### config.mk
export PLATFORM = sky130hd
export DESIGN_NAME = arb_grant_ctrl
export DESIGN_NICKNAME = d
export VERILOG_FILES = /design/src/rtl/arb_grant_ctrl.sv
export SDC_FILE = /design/constraint.sdc
export NUM_CORES = 1
export LEC_CHECK = 0
export BUFFER_PORTS_ARGS = -buffer_cell sky130_fd_sc_hd__clkbuf_2
export CELL_PAD_IN_SITES_DETAIL_PLACEMENT = 0
export CELL_PAD_IN_SITES_GLOBAL_PLACEMENT = 1
export CORE_MARGIN = 4
export CORE_UTILIZATION = 33
export DETAILED_ROUTE_END_ITERATION = 16
export PLACE_DENSITY = 0.84
export SKIP_CTS_REPAIR_TIMING = 1
export SYNTH_ARGS = -nofsm -noshare
export SYNTH_HDL_FRONTEND = slang
export SYNTH_SLANG_ARGS = --single-unit
### constraint.sdc
create_clock -name clock -period 1.9 [get_ports clock]
set_input_delay 0.38 -clock clock [delete_from_list [all_inputs] [get_ports clock]]
set_output_delay 0.38 -clock clock [all_outputs]
set_load 0.1 [all_outputs]
### src/rtl/arb_grant_ctrl.sv
// Grant controller: latches one arbiter grant, serves XFER_LEN beats
// from the owning requester, then pulses ack to release the grant.
module arb_grant_ctrl #(
    parameter int DATA_W   = 8,
    parameter int XFER_LEN = 4,
    parameter int TIMEOUT  = 15
) (
    input  logic                clock,
    input  logic                reset,
    input  logic [3:0]          grant,
    input  logic [4*DATA_W-1:0] src_data,
    input  logic [3:0]          src_valid,
    output logic [3:0]          src_ready,
    output logic [DATA_W-1:0]   out_data,
    output logic                out_valid,
    input  logic                out_ready,
    output logic                ack,
    output logic [1:0]          owner,
    output logic                busy,
    output logic                grant_err
);

    localparam int BW = $clog2(XFER_LEN) + 1;
    localparam logic [BW-1:0] BEAT_LAST  = BW'(XFER_LEN - 1);
    localparam logic [7:0]    STALL_LAST = 8'(TIMEOUT - 1);

    typedef enum logic [1:0] {
        IDLE,
        XFER,
        ACK
    } state_t;

    state_t          state_q, state_d;
    logic [1:0]      owner_q, owner_d;
    logic [BW-1:0]   beat_q,  beat_d;
    logic [7:0]      stall_q, stall_d;
    logic            gerr_q,  gerr_d;

    logic            beat;
    logic            grant_one;
    logic            grant_multi;
    logic [1:0]      grant_idx;

    always_comb begin
        grant_idx = '0;
        for (int i = 0; i < 4; i++) begin
            if (grant[i]) grant_idx = 2'(i);
        end
        grant_one   = (grant != 4'd0) && ((grant & (grant - 4'd1)) == 4'd0);
        grant_multi = (grant != 4'd0) && !grant_one;
    end

    // Datapath is only connected while a transfer owns the bus.
    always_comb begin
        out_valid = 1'b0;
        out_data  = '0;
        src_ready = 4'd0;
        if (state_q == XFER) begin
            out_valid          = src_valid[owner_q];
            out_data           = src_data[DATA_W*int'(owner_q) +: DATA_W];
            src_ready[owner_q] = out_ready;
        end
    end

    assign beat      = out_valid & out_ready;
    assign ack       = (state_q == ACK);
    assign busy      = (state_q != IDLE);
    assign owner     = owner_q;
    assign grant_err = gerr_q;

    always_comb begin
        state_d = state_q;
        owner_d = owner_q;
        beat_d  = beat_q;
        stall_d = stall_q;
        gerr_d  = 1'b0;
        unique case (state_q)
            IDLE: begin
                if (grant_one) begin
                    owner_d = grant_idx;
                    beat_d  = '0;
                    stall_d = '0;
                    state_d = XFER;
                end else if (grant_multi) begin
                    gerr_d = 1'b1;
                end
            end
            XFER: begin
                // A beat beats the timeout when both land together.
                if (beat) begin
                    beat_d  = beat_q + 1'b1;
                    stall_d = '0;
                    if (beat_q == BEAT_LAST) state_d = ACK;
                end else begin
                    stall_d = stall_q + 1'b1;
                    if (stall_q == STALL_LAST) state_d = ACK;
                end
            end
            ACK: begin
                state_d = IDLE;
            end
            default: begin
                state_d = IDLE;
            end
        endcase
    end

    always_ff @(posedge clock) begin
        if (reset) begin
            state_q <= IDLE;
            owner_q <= '0;
            beat_q  <= '0;
            stall_q <= '0;
            gerr_q  <= 1'b0;
        end else begin
            state_q <= state_d;
            owner_q <= owner_d;
            beat_q  <= beat_d;
            stall_q <= stall_d;
            gerr_q  <= gerr_d;
        end
    end

endmodule

Word-level counts from Yosys, hierarchy flattened
Index checks and enable logic that the tools add are counted.
- register bits after elaboration: 16
- bits in latches: 0
- memory bits (writable): 0
- bits in read-only memories: 0
- input port bits: 43
- output and inout port bits: 18
- logic and storage cells: 59
- memories: 0
- add/sub/neg operators: 3
- multiply operators: 0
- div/mod/pow operators: 0
- $lt $le $gt $ge: 2
- equal/unequal tests: 8
- shift-type cells: 1
- muxes and demuxes: 22
- bitwise gates (word level): 4
- reductions and logical operators: 14
- operator list (operator ; count):
    32-bit by 6-bit indexed part select with 8-bit output ; 1
    8-bit 2-to-1 mux ; 3
    8-bit one-hot mux with 2 select lines ; 1
    2-bit 2-to-1 mux ; 6
    8-bit by 1-bit adder with 8-bit output, second input constant ; 1
    4-bit AND ; 2
    8-bit by 4-bit == test with 1-bit output, second input constant ; 1
    3-bit 2-to-1 mux ; 2
    3-bit by 2-bit != test with 1-bit output, second input constant ; 2
    3-bit one-hot mux with 2 select lines ; 1
    3-bit AND reduction ; 2
    1-bit 2-to-1 mux ; 5
    4-bit zero test ; 1
    4-bit 2-to-1 mux ; 1
    2-bit != test, second input constant ; 2
    2-bit one-hot mux with 2 select lines ; 1
    2-bit AND reduction ; 2
    2-bit nonzero test ; 2
    4-bit nonzero test ; 1
    4-bit by 1-bit subtractor with 4-bit output, second input constant ; 1
    3-bit by 1-bit adder with 3-bit output, second input constant ; 1
    3-bit by 2-bit == test with 1-bit output, second input constant ; 1
    1-bit logical AND ; 3
    2-bit by 3-bit less-than comparator with 1-bit output, second input constant ; 1
    10 further kinds ; 10

Longest topological paths before layout
- word-level depth: 7
- mapped depth: 6
- gate-level depth less buffers: 6

Worst setup path before layout
No wires, ideal clock.
- path type: flip-flop to output port
- start: register owner_q[1] (netlist: owner[1])
- end: output port src_ready[0]
- arrival time: 3.252 ns
- data required time: 1.520 ns
- path slack: -1.732 ns
- cell stages (with the launch flop): 4
- cell sequence: dfxtp_1 > buf_2 > clkbuf_1 > nor3_1
- word-level cells in the longest chain between the ends: 6
- ends and longest elaborated chain (element ; RTL line ; text):
    from (decl) ; 34 ; logic [1:0] owner_q, owner_d;
    from (signal assigned) ; 117 ; owner_q <= owner_d;
    2-bit by 3-bit less-than comparator with 1-bit output (implied by the code) or 2-bit by 1-bit >= comparator with 1-bit output (tied branches) ; 61 ; src_ready[owner_q] = out_ready;
    1-bit logical AND (implied by the code) ; 61 ;
    1-bit 2-to-1 mux (implied by the code) ; 61 ;
    1-bit demux with 2-bit select (*) ; 61 ;
    4-bit AND (no source line) (*) ; -- ;
    4-bit 2-to-1 mux (*) ; 58 ; if (state_q == XFER) begin
    to (decl) ; 13 ; output logic [3:0] src_ready,
Mark *: on every way between the ends. The rest lies on a longest branch, timed or not.

Worst setup path in the final report
- start: register owner_q[0] (netlist: owner[0])
- end: output port out_valid
- word-level cells in the longest chain between the ends: 3
- ends and longest elaborated chain (element ; RTL line ; text):
    1-bit binary-select mux with 2-bit select ; 59 ; out_valid = src_valid[owner_q];
    1-bit 2-to-1 mux (implied by the code) ; 59 ;
    1-bit 2-to-1 mux ; 58 ;
    to (decl) ; 15 ; output logic out_valid,
Every way passes these cells. The select of a mux whose other input is x is not followed.

==> impl_results.md <==
- Die X: 71.1 um
- Syn_nets: 188
- Hold WC Path Type: in -> reg
- Mapped Area: 1310 sq um
- Maximum clock frequency: 508 MHz
- R2r setup slk: 130 ps
- Register clock-pin slew on the reported worst setup and hold paths: 60 ps
- Outcome: finished, violations left
- Sequential share of the synthesized area: 0.244
- Lkg Pwr: 0.847 nW
- CP arrival: 1590 ps
- DP Wirelength: 3080 um
- Cell taking the most area after synthesis: dfxtp_1
- CP endpoint kind: primary output
- Final Slew Violations: 0
- Vias in the first global route: 1,240
- Setup violations, final: 8
- Setup Skew: 1.90 ps
- Final WS setup: -67.3 ps
- Synth Instances: 141
- Vias per inst: 5.39
- Setup TNS: -391 ps
- Initial Utilization: 0.351
- Gr usage total: 0.146
- Synth async-reset ratio: 0
- Worst setup path class: reg -> out
- Slew margin rel.: 0.619
- Post-synth EDFFs: 0
- Die area: 5050 sq um
- Inserted Clock Buffers: 3
- DRT iter0 DRCs: 73
- Top cells by area, synth: dfxtp_1 24%, mux4_2 14%, and2_1 4.8%
- Post-synthesis cell type count: 49
- WP data required: 1520 ps
- ANT nets after route: 0
- Pin count of the biggest net entering global routing: 18
- Die height: 71.1 um
- Synth Flop Type: dfxtp_1
- CORE AREA: 3740 sq um
- VDD IR max: 0.268 mV
- Synth-to-Final Area Change: 53.9%
- Wire per inst: 15.1 um
- First-pass GRT wire length: 5920 um
- Worst Path Max Fanout: 5
- #FFs+latches synth: 16
- Final Net Count: 251
- Unrepaired setup endpoints after global routing: yes
- DR vias: 1,353
- Longest Clk Path Bufs: 2
- DRC: 0
- Mean post-synth cell area: 9.32 sq um
- Initial antenna violation count: 0
- Non-filler cells, final: 251
- Crit share post-route: 1.04
- Final min period: 1970 ps
- Diode count: 0
- # rows: 22
- Failing checks: negative setup slack
- CTS tree: yes
- Max_cap viols: 0
- First-pass iteration count of the detailed router: 4
- IO Count: 61
- Post-synth top area share: 0.244
- Root buffer cell: clkbuf_8
- Most frequent cells after synthesis: 16 x dfxtp_1, 10 x and2_1, 8 x mux4_2, 8 x nor2_1, 7 x nor3_1
- Placed cell count: 241
- Remaining global-route overflow: 0
- Fill cell count: 353
- Worst skew pair latency: 250 ps
- CTS Sinks: 16
- Ys Warns: 0
- RD Place Congestion: 0.873
- IO buf count: 60
- CP startpoint kind: register
- Final WL: 3780 um
- Final hold violations: 0
- Top-count cell post-synth: dfxtp_1
- Cell Pwr Density: 585 nW/um^2
- Worst-Margin Slew: 571 ps
- Max H-tree Level: 1
- Share of cells above drive strength 1: 0.532
## path summary, 6_finish.rpt
path,start,cells past startpoint,end
setup / recovery,owner[0],4,out_valid
hold / removal,reset,3,state_q[1]
hold reg to reg,beat_q[2],2,beat_q[2]
setup reg to reg,owner[0],6,stall_q[2]
## report_power, final
| group | internal [W] | switching (W) |
|---|---|---|
| clock network | 0.000184 | 0.000118 |
| logic | 0.000210 | 0.000307 |
| registers | 0.000345 | 0.0000188 |
## cells in the final DEF, fill, tap and decap left out, types with 2 or more instances in the layout
cell	n
o21ai_2	2
o21ai_0	2
mux2i_1	2
clkbuf_2	47
o221ai_1	2
and3_1	3
a22o_1	2
dfxtp_4	2
nor4_1	6
buf_4	7
or3_1	2
ha_1	4
inv_1	5
nor2_1	5
clkbuf_8	4
xnor2_1	5
nor2_4	3
buf_12	14
nand3_1	3
and2_4	9
dfxtp_1	14
o32ai_1	2
nand2_1	4
nor3_1	6
nand3_2	2
mux4_2	9
nand2b_1	5
mux2_2	2
nor4b_1	2
a211o_1	3
## critical path, stage by stage, from the launching register on
cell and delay [ps]:
dfxtp_4 390, buf_12 110, mux4_2 510, and2_4 170, buf_12 160
## area by class of cell
cell class,instances,area (sq um),area share
inverters,5,18.8,0.00928
clock buffers,4,55.1,0.0272
flip-flops and latches,16,328,0.162
multi-input cells,109,981,0.485
repair buffers,69,579,0.287
well taps,48,60.1,0.0297
## cell families after synthesis
kind of cell / share of synthesized area
compound gates: 0.145
xor+xnor: 0.0400
fa+ha+maj: 0.0457
buf+inv: 0.0609
flops: 0.244
mux: 0.190
simple gates: 0.275
## flip-flops by register name, summed over array words and instances, names as in the netlist
register,count
beat_q,3
grant_err,1
owner,2
stall_q,8
state_q,2
## per-layer routing
metal	global-route usage	up-vias	part of all wire
li1	-	667	-
met1	0.192	622	0.45
met4	0.0522	0	0.0061
met3	0.0341	2	0.091
met5	0	-	0
met2	0.233	62	0.45
## metrics by stage
stage / power [W] / util / setup slack [ps] / hold WS, ps / cell area (sq um)
6_report: 0.00118 / 0.540 / -67.3 / 478 / 2020
5_1_grt: 0.00124 / 0.540 / -110 / 485 / 2020
4_1_cts: 0.00117 / 0.523 / -150 / 470 / 1960
3_5_place_dp: 0.000871 / 0.509 / 127 / 474 / 1900
3_3_place_gp: 0.000863 / 0.509 / 150 / 462 / 1900
2_1_floorplan: 0.000726 / - / -84.3 / 448 / 1420
(Power assumes the default switching activity.)
